$ cat config.mk
export PLATFORM = sky130hd
export DESIGN_NAME = spram_rr_arbiter
export DESIGN_NICKNAME = d
export VERILOG_FILES = /design/src/rtl/spram_rr_arbiter.sv
export SDC_FILE = /design/constraint.sdc
export NUM_CORES = 1
export LEC_CHECK = 0
export CORE_AREA = 2 2 66 68
export DETAILED_ROUTE_END_ITERATION = 10
export DIE_AREA = 0 0 68 70
export PLACE_DENSITY = 0.75
export SLEW_MARGIN = 20
export SYNTH_ARGS = -nofsm -noshare
export SYNTH_HDL_FRONTEND = slang
export SYNTH_SLANG_ARGS = --single-unit
export TNS_END_PERCENT = 5
$ cat constraint.sdc
create_clock -name clk -period 1.9 [get_ports clk]
set_input_delay 0.475 -clock clk [delete_from_list [all_inputs] [get_ports clk]]
set_output_delay 0.475 -clock clk [all_outputs]
set_load 0.1 [all_outputs]
$ cat src/rtl/spram_rr_arbiter.sv
// ============================================================================
// Module      : spram_rr_arbiter
// Description : Two-port round-robin arbiter and sequencer in front of one
//               single-port RAM (1-cycle registered read, dout=0 when en=0).
//               Optional feature macro: SPRAM_ADDR_CHECK_EN (reject addr>=DEPTH
//               with a gnt+err pulse and no RAM access).
// Revision    : 1.0 - initial release
// ============================================================================
`timescale 1ns/1ps
`default_nettype none

module spram_rr_arbiter #(
    parameter int          AW    = 4,
    parameter int          DW    = 8,
    parameter int unsigned DEPTH = 4
) (
    input  logic          clk,
    input  logic          rst,
    input  logic          req0,
    input  logic          wr0,
    input  logic [AW-1:0] addr0,
    input  logic [DW-1:0] wdata0,
    input  logic          req1,
    input  logic          wr1,
    input  logic [AW-1:0] addr1,
    input  logic [DW-1:0] wdata1,
    output logic          gnt0,
    output logic          gnt1,
    output logic          rvalid0,
    output logic          rvalid1,
    output logic [DW-1:0] rdata0,
    output logic [DW-1:0] rdata1,
    output logic          err0,
    output logic          err1,
    output logic          ram_en,
    output logic          ram_wr,
    output logic [AW-1:0] ram_addr,
    output logic [DW-1:0] ram_din,
    input  logic [DW-1:0] ram_dout
);

    localparam logic [1:0] S_IDLE   = 2'd0;
    localparam logic [1:0] S_ACCESS = 2'd1;
    localparam logic [1:0] S_RDATA  = 2'd2;

    logic [1:0]    state_q, state_d;
    logic          ptr_q;
    logic          port_q;
    logic          cmd_wr_q;
    logic [AW-1:0] cmd_addr_q;
    logic [DW-1:0] cmd_din_q;
    logic          gnt0_q, gnt1_q;
    logic          rvalid0_q, rvalid1_q;
    logic [DW-1:0] rdata0_q, rdata1_q;
    logic          err0_q, err1_q;

    logic          w_any;
    logic          w_sel1;
    logic          w_win_wr;
    logic [AW-1:0] w_win_addr;
    logic [DW-1:0] w_win_din;
    logic          w_bad;
    logic          w_accept;

    // Winner selection: a lone requester wins, otherwise the pointer decides
    always_comb begin
        w_any      = req0 | req1;
        w_sel1     = req1 & (~req0 | ptr_q);
        w_win_wr   = w_sel1 ? wr1    : wr0;
        w_win_addr = w_sel1 ? addr1  : addr0;
        w_win_din  = w_sel1 ? wdata1 : wdata0;
        w_accept   = (state_q == S_IDLE) && w_any;
    end

`ifdef SPRAM_ADDR_CHECK_EN
    // Out-of-range addresses are granted but rejected without touching the RAM
    assign w_bad = (32'(w_win_addr) >= DEPTH);
`else
    // DEPTH only matters to the range check; reference it so it is not dangling
    logic w_unused_depth;
    assign w_unused_depth = (DEPTH == 0);
    assign w_bad          = 1'b0;
`endif

    // State register
    always_ff @(posedge clk) begin
        if (rst) begin
            state_q <= S_IDLE;
        end else begin
            state_q <= state_d;
        end
    end

    // Next-state logic
    always_comb begin
        state_d = state_q;
        case (state_q)
            S_IDLE:   if (w_any && !w_bad) state_d = S_ACCESS;
            S_ACCESS: state_d = cmd_wr_q ? S_IDLE : S_RDATA;
            S_RDATA:  state_d = S_IDLE;
            default:  state_d = S_IDLE;
        endcase
    end

    // RAM pin drive: active only in ACCESS, and never while reset is asserted
    always_comb begin
        ram_en   = 1'b0;
        ram_wr   = 1'b0;
        ram_addr = '0;
        ram_din  = '0;
        if ((state_q == S_ACCESS) && !rst) begin
            ram_en   = 1'b1;
            ram_wr   = cmd_wr_q;
            ram_addr = cmd_addr_q;
            ram_din  = cmd_din_q;
        end
    end

    // Command latch, pointer, grant/error pulses and read-data return
    always_ff @(posedge clk) begin
        if (rst) begin
            ptr_q      <= 1'b0;
            port_q     <= 1'b0;
            cmd_wr_q   <= 1'b0;
            cmd_addr_q <= '0;
            cmd_din_q  <= '0;
            gnt0_q     <= 1'b0;
            gnt1_q     <= 1'b0;
            err0_q     <= 1'b0;
            err1_q     <= 1'b0;
            rvalid0_q  <= 1'b0;
            rvalid1_q  <= 1'b0;
            rdata0_q   <= '0;
            rdata1_q   <= '0;
        end else begin
            gnt0_q    <= w_accept && !w_sel1;
            gnt1_q    <= w_accept &&  w_sel1;
            err0_q    <= w_accept && !w_sel1 && w_bad;
            err1_q    <= w_accept &&  w_sel1 && w_bad;
            rvalid0_q <= (state_q == S_RDATA) && !port_q;
            rvalid1_q <= (state_q == S_RDATA) &&  port_q;
            if (w_accept) begin
                ptr_q <= ~w_sel1;
                if (!w_bad) begin
                    port_q     <= w_sel1;
                    cmd_wr_q   <= w_win_wr;
                    cmd_addr_q <= w_win_addr;
                    cmd_din_q  <= w_win_din;
                end
            end
            if (state_q == S_RDATA) begin
                if (port_q) rdata1_q <= ram_dout;
                else        rdata0_q <= ram_dout;
            end
        end
    end

    assign gnt0    = gnt0_q;
    assign gnt1    = gnt1_q;
    assign rvalid0 = rvalid0_q;
    assign rvalid1 = rvalid1_q;
    assign rdata0  = rdata0_q;
    assign rdata1  = rdata1_q;
    assign err0    = err0_q;
    assign err1    = err1_q;

endmodule

`default_nettype wire
==> impl_metrics.py <==
metrics = {
    "timing": {
        "drv_slew": 0,
        "worst_slew_margin_rel": 0.611,
        "grt_setup_unrepaired": "true",
        "share_of_the_clock_period_used_by_the_worst_path": 0.981,
        "max_slew.worst_pin.slew_ns": 0.581,
        "period_minus_slack_ns": 1.86,
        "finalClockSkew_ns": 0.00455,
        "timing.final.hold_violations": 0,
        "maxClockFrequency_mhz": 536,
        "hold_ws_ns": 0.463,
        "finalSetupViolCount": 0,
    },
    "clock_network": {
        "cts_hold_buf": 0,
        "clk_latency_ns": 0.29,
        "root_buffer": "clkbuf_8",
        "cts_h_tree_depth": 2,
        "worst_setup_hold_path_clk_slew_ns": 0.07,
        "ctsLongestPathBuffers": 2,
        "cts-buffers-inserted": 5,
        "numClockSinks": 37,
        "cts_tree": "built",
    },
    "detailed_routing": {
        "first_iter_violations": 44,
        "drtPass1Iterations": 4,
        "wl_mm": 4.07,
        "routedWlPerCell_um": 14.0,
        "avgViaCountPerCell": 5.05,
        "number_of_vias_after_detailed_routing": 1471,
        "antenna_violating_nets_post_route": 0,
        "drc": 0,
    },
    "logic_synthesis": {
        "synth_top_area_cell": "dfxtp_1",
        "synth_cells": 159,
        "synth.cell_area_um2": 1550,
        "fraction_of_the_mapped_netlist_area_in_adder_cells": 0,
        "synth.ff_latch_count": 37,
        "yosys.cell_count.top_type": "dfxtp_1",
        "yosys-top-cells-count": "37 x dfxtp_1, 18 x nor2_1, 16 x mux2i_1",
        "postSynthAreaPerCell_um2": 9.75,
        "synth_compound_area_frac": 0.144,
        "synth_edf_count": 0,
        "yosys.area_share.simple": 0.208,
        "area_share_of_the_largest_cell_type_after_synthesis": 0.478,
        "combinational_family_with_the_most_area_after_synthesis": "simple AND/OR/NAND/NOR gates",
        "synth.yosys.warnings": 0,
        "number_of_unique_standard_cell_types_used_by_synthesis": 26,
        "muxShareOfSynthArea": 0.103,
        "synth_top_flop_cell": "dfxtp_1",
        "synth-async-reset-ratio": 0,
        "ys_seq_area_frac": 0.478,
        "synth_area_leaders": "dfxtp_1 48%, mux2i_1 10%, and2_1 6.1%, nor2_1 4.4%, a221o_1 3.2%",
        "post_synth_xor_area_fraction": 0,
    },
    "critical_path": {
        "critPathCapture": "ram_addr[2]",
        "timing.critical_path.required_ns": 1.42,
        "reg2reg_from": "state_q[1]$_SDFFE_PP0P_",
        "r2r_cells": 4,
        "critPathKind": "reg -> out",
        "cp-end-kind": "output pin",
        "reg2reg_setup_slack_ns": 0.47,
        "cp_data_arrival_time_ns": 1.39,
        "timing.critical_path.from": "state_q[1]$_SDFFE_PP0P_",
        "worstPathMaxFanout": 3,
        "timing.critical_path.from_type": "register",
        "worst_r2r_endpoint": "cmd_wr_q$_SDFFE_PP0P_",
    },
    "cells_and_area": {
        "final_core_util": 0.691,
        "layout.filler_cells": 319,
        "layout-drive-gt1-share": 0.339,
        "regArea_um2": 746,
        "antenna_cells_inserted": 0,
        "finalNonFillerCells": 291,
        "area_growth_pct": 84.6,
        "multiInputGateArea_um2": 761,
        "final_net_count": 276,
    },
    "placed_design": {
        "hpwl_mm": 2.87,
        "port-buffer-count": 71,
        "number_of_placed_instances_with_taps_included": 281,
        "globalplace.congestion": 0.731,
    },
    "floorplanning": {
        "floorplan.core_area_um2": 4140,
        "floorplan.initialDensity": 0.374,
        "row_cnt": 24,
        "fp.dieW_um": 68,
        "die_outline_area_um2": 4760,
        "die_h_um": 70,
        "floorplan.io_pins": 74,
    },
    "power_and_ir_drop": {
        "power.clock.fraction": 0.343,
        "internal_power_uw": 1470,
        "cellLeakagePower_uw": 0.00121,
        "power_density_nw_per_um2": 722,
        "power.share.sequential": 0.413,
        "netSwitchingFraction": 0.287,
        "peak_ir_drop_on_the_vdd_network_v": 0.000462,
        "switching_power_uw": 593,
        "comb_power_share": 0.243,
    },
    "global_routing": {
        "overflow": 0,
        "grt_start_max_net_pins": 29,
        "overall_track_demand_over_capacity_in_global_routing": 0.186,
        "grt_first_pass_wirelength_mm": 6.66,
        "antenna_found_initial": 0,
        "via_count_of_the_first_global_routing_pass": 1450,
    },
    "job": {
        "drv_cap": 0,
    },
    "hold_path": {
        "hold_path.class": "reg -> reg",
    },
    "status": {
        "outcome": "completed",
    },
}
sequential cells by signal, indices dropped and copies added, names as in the netlist:
signal,count
cmd_addr_q,4
cmd_din_q,8
cmd_wr_q,1
gnt0,1
gnt1,1
port_q,1
ptr_q,1
rdata0,8
rdata1,8
rvalid0,1
rvalid1,1
state_q,2
power groups by stage:
stage | Sequential (uW) | Combinational [uW] | Clock [uW]
3_3_place_gp | 869 | 493 | 0
4_1_cts | 852 | 515 | 718
2_1_floorplan | 939 | 227 | 0
3_5_place_dp | 871 | 497 | 0
5_1_grt | 858 | 529 | 766
6_report | 854 | 503 | 709
worst max-delay path, cell delays in order, from the launching register on:
cell and delay, ns:
dfxtp_4 0.36, nor3b_4 0.24, buf_4 0.17, and2_2 0.16, buf_12 0.17
metal layers:
metal	routed length (um)	vias up	GRT usage
li1	-	722	-
met5	0	-	0
met4	110	0	0.0756
met2	1920	63	0.294
met1	1740	676	0.227
met3	300	10	0.0644
placed cells by master, fill, tap and decap left out, drive strengths merged, types with 5 or more instances in the layout:
cell type and count:
o211a 5, and2 15, nor2 19, o21ai 9, clkdlybuf4s50 36, a221o 5
buf 50, a31oi 8, dfxtp 37, nand4 8, mux2i 16, clkbuf 6
nand3 8
layout make-up:
type / instances / share of cell area
timing repair buffer: 86 / 0.408
multi-input combinational: 107 / 0.266
sequential: 37 / 0.261
clock buffer: 6 / 0.0289
tap: 52 / 0.0227
clock inverter: 2 / 0.0131
inverter: 1 / 0.00131
cells by family (layout without fill, tap and decap cells):
| logic type | after synthesis | count (layout) |
|---|---|---|
| DFF | 37 | 37 |
| buffers and inverters | 16 | 95 |
| and+or+nand+nor | 59 | 59 |
| AOI/OAI and AO/OA | 30 | 30 |
| other | 1 | 2 |
| muxes | 16 | 16 |
metrics by stage:
step	cell area [um^2]	setup slack (ns)	TNS [ns]	total power, uW
5_1_grt	2860	-0.0358	-0.192	2150
6_report	2860	0.0357	0	2060
4_1_cts	2900	-0.0311	-0.285	2080
3_3_place_gp	2730	-0.289	-5.07	1360
2_1_floorplan	1620	-0.0189	-0.158	1170
3_5_place_dp	2730	-0.298	-5.30	1370
worst min path at each step:
stage / from / slack (ns) / end / depth (start not counted)
finish: cmd_wr_q$_SDFFE_PP0P_ / 0.46 / state_q[1]$_SDFFE_PP0P_ / 1
global placement: cmd_wr_q$_SDFFE_PP0P_ / 0.44 / state_q[1]$_SDFFE_PP0P_ / 1
floorplan: cmd_wr_q$_SDFFE_PP0P_ / 0.41 / state_q[1]$_SDFFE_PP0P_ / 1
detailed placement: cmd_wr_q$_SDFFE_PP0P_ / 0.45 / state_q[1]$_SDFFE_PP0P_ / 1
global route: cmd_wr_q$_SDFFE_PP0P_ / 0.48 / state_q[1]$_SDFFE_PP0P_ / 1
CTS: cmd_wr_q$_SDFFE_PP0P_ / 0.45 / state_q[1]$_SDFFE_PP0P_ / 1
timing repair:
action                                 in CTS  in global routing
setup buffers                               3                  0
resized for setup                          10                  2
gates cloned                                1                  0
pin swaps                                  10                  1
endpoints found under the hold margin       0                  0
setup endpoints to repair                  14                 13
(Power assumes the default switching activity.)
